--- src/rtl/el2_dec_gpr_mp.sv ---
// Multi-port integer register file with write priority, collision status and pending scoreboard.
// Optional same-cycle write forwarding on read ports: define GPR_BYPASS_EN.
module el2_dec_gpr_mp #(
    parameter int DW       = 32,
    parameter int NREG     = 32,
    parameter int NRD      = 2,
    parameter int NWR      = 3,
    parameter int ZERO_REG = 1
) (
    input  logic                         clk,
    input  logic                         rst,
    input  logic [NRD*$clog2(NREG)-1:0]  raddr,
    output logic [NRD*DW-1:0]            rd,
    output logic [NRD-1:0]               rbusy,
    input  logic [NWR-1:0]               wen,
    input  logic [NWR*$clog2(NREG)-1:0]  waddr,
    input  logic [NWR*DW-1:0]            wd,
    input  logic                         iss_vld,
    input  logic [$clog2(NREG)-1:0]      iss_addr,
    input  logic                         coll_clr,
    output logic                         coll_pulse,
    output logic                         coll_sticky,
    output logic [$clog2(NREG):0]        pend_cnt,
    input  logic                         scan_mode
);
    localparam int   AW = $clog2(NREG);
    localparam logic ZR = (ZERO_REG != 0);

    logic [DW-1:0]   rf_q [NREG];
    logic [DW-1:0]   wdat [NREG];
    logic [NREG-1:0] we;
    logic [NREG-1:0] pend_q, pend_d;
    logic [NWR-1:0]  wvld;
    logic            coll;
    logic            coll_pulse_q, coll_sticky_q, coll_sticky_d;
    logic [AW:0]     pend_cnt_q, pend_cnt_d;

    // No clock-gating cells are instantiated here; per-register enables gate the flops.
    logic unused_scan;
    assign unused_scan = scan_mode;

    always_comb begin
        wvld = '0;
        for (int j = 0; j < NWR; j++)
            wvld[j] = wen[j] && !(ZR && waddr[j*AW +: AW] == '0);
    end

    // Descending scan so the lowest-index port is the last to assign and wins.
    always_comb begin
        we = '0;
        for (int r = 0; r < NREG; r++) begin
            wdat[r] = '0;
            for (int j = NWR - 1; j >= 0; j--) begin
                if (wvld[j] && waddr[j*AW +: AW] == AW'(r)) begin
                    we[r]   = 1'b1;
                    wdat[r] = wd[j*DW +: DW];
                end
            end
        end
    end

    always_comb begin
        coll = 1'b0;
        for (int j = 0; j < NWR; j++)
            for (int k = j + 1; k < NWR; k++)
                if (wvld[j] && wvld[k] &&
                    waddr[j*AW +: AW] == waddr[k*AW +: AW])
                    coll = 1'b1;
    end

    always_comb begin
        pend_d     = '0;
        pend_cnt_d = '0;
        for (int r = 0; r < NREG; r++) begin
            pend_d[r] = (iss_vld && iss_addr == AW'(r) && !(ZR && r == 0))
                      || (pend_q[r] && !we[r]);
            pend_cnt_d = pend_cnt_d + {{AW{1'b0}}, pend_d[r]};
        end
    end

    assign coll_sticky_d = coll || (coll_sticky_q && !coll_clr);

    for (genvar r = 0; r < NREG; r++) begin : g_rf
        always_ff @(posedge clk or posedge rst) begin
            if (rst)
                rf_q[r] <= '0;
            else if (we[r])
                rf_q[r] <= wdat[r];
        end
    end

    always_ff @(posedge clk or posedge rst) begin
        if (rst) begin
            pend_q        <= '0;
            pend_cnt_q    <= '0;
            coll_pulse_q  <= 1'b0;
            coll_sticky_q <= 1'b0;
        end else begin
            pend_q        <= pend_d;
            pend_cnt_q    <= pend_cnt_d;
            coll_pulse_q  <= coll;
            coll_sticky_q <= coll_sticky_d;
        end
    end

    always_comb begin
        rd    = '0;
        rbusy = '0;
        for (int i = 0; i < NRD; i++) begin
            logic [AW-1:0] a;
            logic [DW-1:0] rdata;
            logic          busy;
            a     = raddr[i*AW +: AW];
            rdata = (ZR && a == '0) ? '0 : rf_q[a];
            busy  = pend_q[a];
`ifdef GPR_BYPASS_EN
            for (int j = NWR - 1; j >= 0; j--) begin
                if (wvld[j] && waddr[j*AW +: AW] == a) begin
                    rdata = wd[j*DW +: DW];
                    busy  = 1'b0;
                end
            end
`endif
            rd[i*DW +: DW] = rdata;
            rbusy[i]       = busy;
        end
    end

    assign coll_pulse  = coll_pulse_q;
    assign coll_sticky = coll_sticky_q;
    assign pend_cnt    = pend_cnt_q;

endmodule

--- config.mk ---
export PLATFORM = sky130hd
export DESIGN_NAME = el2_dec_gpr_mp
export DESIGN_NICKNAME = d
export VERILOG_FILES = /design/src/rtl/el2_dec_gpr_mp.sv
export SDC_FILE = /design/constraint.sdc
export NUM_CORES = 2
export LEC_CHECK = 0
export CELL_PAD_IN_SITES_DETAIL_PLACEMENT = 0
export CELL_PAD_IN_SITES_GLOBAL_PLACEMENT = 1
export CORE_MARGIN = 2
export CORE_UTILIZATION = 58
export CTS_BUF_LIST = sky130_fd_sc_hd__clkbuf_2 sky130_fd_sc_hd__clkbuf_4 sky130_fd_sc_hd__clkbuf_8
export DETAILED_ROUTE_END_ITERATION = 6
export DONT_BUFFER_PORTS = 1
export PLACE_DENSITY_LB_ADDON = 0.1
export SLEW_MARGIN = 30
export SYNTH_ARGS = -nofsm -noshare
export SYNTH_HDL_FRONTEND = slang
export SYNTH_SLANG_ARGS = --single-unit
--- constraint.sdc ---
create_clock -name clk -period 57.2 [get_ports clk]
set_input_delay 11.44 -clock clk [delete_from_list [all_inputs] [get_ports clk]]
set_output_delay 11.44 -clock clk [all_outputs]
set_load 0.02 [all_outputs]
==> summary.txt <==
Run status
  • Outcome: finished, violations left
  • Violations in the final reports: design-rule violations

Critical path
  • Required time of the critical path: 45.76 ns
  • Critical path peak fanout: 141
  • Arrival time of the worst setup path: 14.64 ns
  • Crit Path Category: in -> out
  • Startpoint kind of the worst setup timing path: input pin
  • Category of the worst setup path capture point: output port

Clock network
  • Clock insertion delay at the later pin of the skew report: 0.95 ns
  • Postcts setup bufs: 0
  • TritonCTS clock tree: done
  • Post-CTS Hold Fix Bufs: 0
  • Clock sink total: 1064
  • PostCTS Resize Cnt: 0
  • CTS Root Buffer Type: sky130_fd_sc_hd__clkbuf_8
  • Maximum root-to-sink buffer count: 3
  • Clock-pin slew on the worst setup and hold paths: 0.05 ns
  • CTS Buf Count: 187
  • Deepest level of the CTS H-tree: 4

Power and ir drop
  • Sequential share of power: 0.419
  • Static Leak: 27.7 nW
  • Comb power frac: 0.287
  • P_int: 0.00179 W
  • Part of the total power dissipated in the clock network: 0.294
  • Sum of internal, switching and leakage power: 0.00267 W
  • Share of total power consumed by net switching: 0.332
  • Maximum VDD drop: 64.0 µV
  • Net switching power figure: 0.000887 W
  • Power density of the placed cells: 37.0 mW/mm²

Timing
  • Final Cycle Share: 0.456
  • Final worst-path setup slack: 31.12 ns
  • Setup repair after global routing missed its margin: no
  • Final critical path time including I/O delays and setup: 26.08 ns
  • Number of slew-limit violations in the final report: 0
  • Clock tree skew after final layout: 0.0200 ns
  • Worst Hold Slack: 0.390 ns
  • Total of endpoints with negative setup slack in the final report: 0
  • Slew at the pin closest to its max-slew limit: 1.19 ns
  • Number of endpoints with negative hold slack in the final report: 0
  • Highest Clock Rate: 38.3 MHz
  • Headroom to the max-slew limit: 0.196
  • TNS Setup: 0 ns

Logic synthesis
  • Cell area after synthesis: 0.0683 mm²
  • Number of instances in the synthesized netlist: 6583
  • Portion of the post-synthesis area used by sequential elements: 0.390
  • Synth warn: 0
  • Most used DFF post-synth: sky130_fd_sc_hd__dfrtp_1
  • Post-synthesis register bit count: 1064
  • Async S/R FF share, synth: 1.00
  • Net count after synthesis: 6748
  • Distinct cell type count after synthesis: 66
  • Post-synthesis average cell area: 10.4 µm²
  • Number of flops mapped to enable cells by yosys: 0

Place
  • Post-placement worst setup slack: 31.83 ns
  • Final GP Congestion: 0.987
  • HPWL Detailed: 175000 µm
  • IO buf count: 0

Hold path
  • Class of the worst hold path: reg -> reg

Detailed routing
  • Number of vias after detailed routing: 67000
  • Per-cell via count in the routed design: 8.78
  • Post-route ant nets: 0
  • First-iteration detailed-routing DRC count: 13700
  • Post-detailed-route DRC marker count: 49
  • Detail-routed net length per standard cell: 42.8 µm
  • Length of the first detailed-routing pass in iterations: 7
  • Detailed Route WL: 326000 µm

Final layout
  • Filler instances: 9428
  • Net total in the final layout: 6111
  • Syn-to-layout area delta: 5.91%
  • Share of final-layout standard cells stronger than drive strength 1: 0.207
  • Area used by sequential logic in the layout: 0.0266 mm²
  • Multi-input logic area: 0.0380 mm²

Global routing
  • GR Overflow Total: 0
  • Wire length of the first global-routing pass: 463000 µm
  • Number of global-route vias before repair: 64800
  • Number of antenna violations at the first check in global routing: 17
  • GRT Util Overall: 0.533
  • Maximum number of pins on one net before global-route repair: 266

Die
  • Rows: 125
  • Die outline area: 0.121 mm²
  • Initial cell density of the core: 0.586
  • # IOs: 208
  • Area inside the core boundary: 0.117 mm²
  • Width of the die: 347 µm
  • Height of the die: 347 µm

Flow run
  • Max-cap check violation count: 0
==> layout make-up <==
cell class | count | area share
Multi-Input combinational cell | 4453 | 0.525
Sequential cell | 1064 | 0.368
Clock buffer | 302 | 0.0521
Tap cell | 1524 | 0.0264
Timing Repair Buffer | 184 | 0.0212
Clock inverter | 31 | 0.00386
Inverter | 56 | 0.00301
Antenna cell | 18 | 0.000623
==> worst paths after layout <==
kind | startpoint | to | slack (ns) | depth (start not counted)
setup / recovery | raddr[5] | rd[52] | 31.12 | 4
hold / removal | rf_q[1002] | rf_q[1002] | 0.39 | 0
setup reg to reg | pend_q[15] | pend_cnt[4] | 52.03 | 15
hold reg to reg | rf_q[1002] | rf_q[1002] | 0.39 | 0
max in group asynchronous | rst | rf_q[939] | 43.64 | 5
min in group asynchronous | rst | rf_q[987] | 10.46 | 1
==> routing by layer <==
metal  share of wire  GRT usage  up-vias  routed length, µm
li1                -          -    25100                  -
met1            0.33      0.661    32900             107000
met2            0.40      0.713     7226             130000
met3            0.19      0.283     1833              62300
met4           0.083      0.361       10              27000
met5          0.0010     0.0196        -                335
==> worst max-delay path, cell delays in order <==
cell	delay, ns
sky130_fd_sc_hd__nor2b_4	0.92
sky130_fd_sc_hd__buf_4	0.49
sky130_fd_sc_hd__a221oi_1	0.35
sky130_fd_sc_hd__a21oi_1	0.92
==> state kept, by name (all words and copies together) (netlist names) <==
| register | count |
|---|---|
| pend_q | 32 |
| pend_cnt | 6 |
| rf_q | 1024 |
| coll_pulse | 1 |
| coll_sticky | 1 |
==> placed cells by master (no fill, tap or decap), drive strengths merged, types with 15 or more instances in the layout <==
cell    count
a211o      15
a211oi     24
a21oi     558
a221o      65
a221oi     46
a222oi     29
a22o       15
a22oi     967
buf       184
clkbuf    302
clkinv     16
dfrtp    1064
diode      18
fa         24
inv        63
mux2       74
mux2i     122
mux4      532
nand2     253
nor2      226
nor2b      39
nor3       55
o21ai     349
o22ai     894
or2        27
==> synthesized netlist by cell type (all sizes together), types with 4 or more instances <==
cell type	number	share of area
dfrtp	1064	0.39
a22oi	967	0.11
o22ai	894	0.082
clkbuf	779	0.043
a21oi	558	0.041
mux4	532	0.18
o21ai	349	0.026
nand2	253	0.014
buf	231	0.017
nor2	226	0.012
mux2i	122	0.018
mux2	74	0.012
a221o	65	0.0095
inv	56	0.0031
nor3	55	0.0048
a221oi	46	0.0059
nor2b	39	0.0036
a222oi	29	0.0042
or2	27	0.0025
a211oi	24	0.0029
fa	24	0.0070
a211o	15	0.0019
a22o	15	0.0019
nand3	13	0.00095
or3	12	0.0011
a31oi	11	0.0010
nand2b	10	0.00092
xnor2	10	0.0013
nand4b	9	0.0012
a2111oi	8	0.0010
nand4bb	8	0.0013
nor4	8	0.00082
xor2	8	0.0010
ha	7	0.0013
a32o	4	0.00059
a32oi	4	0.00051
==> metrics by stage <==
step | utilization | std cells | area, µm²
floorplan | - | 6583 | 68300
global placement | 0.583 | 7270 | 67900
detailed placement | 0.584 | 7276 | 68100
CTS | 0.619 | 7609 | 72100
global route | 0.621 | 7618 | 72300
finish | 0.621 | 7632 | 72300
==> power by group through the flow <==
stage	clock network [W]	logic, W	registers [W]
detailed placement	0	0.000742	0.00112
global placement	0	0.000716	0.00111
global route	0.000812	0.000831	0.00114
floorplan	0	0.000632	0.00107
finish	0.000786	0.000768	0.00112
CTS	0.000778	0.000744	0.00111
==> logic make-up (layout without fill, tap and decap cells) <==
logic type | after synthesis | count (layout) | share of synthesized area
AO/OA/AOI/OAI | 2997 | 2997 | 0.285
buffers and inverters | 1066 | 573 | 0.0633
flip-flops | 1064 | 1064 | 0.390
multiplexers | 728 | 728 | 0.205
AND/OR/NAND/NOR | 679 | 679 | 0.0458
adder cells (fa/ha/maj) | 31 | 31 | 0.00832
XOR/XNOR | 18 | 18 | 0.00231
other | 0 | 18 | 0
No activity file was read; power rests on OpenSTA's default activity.
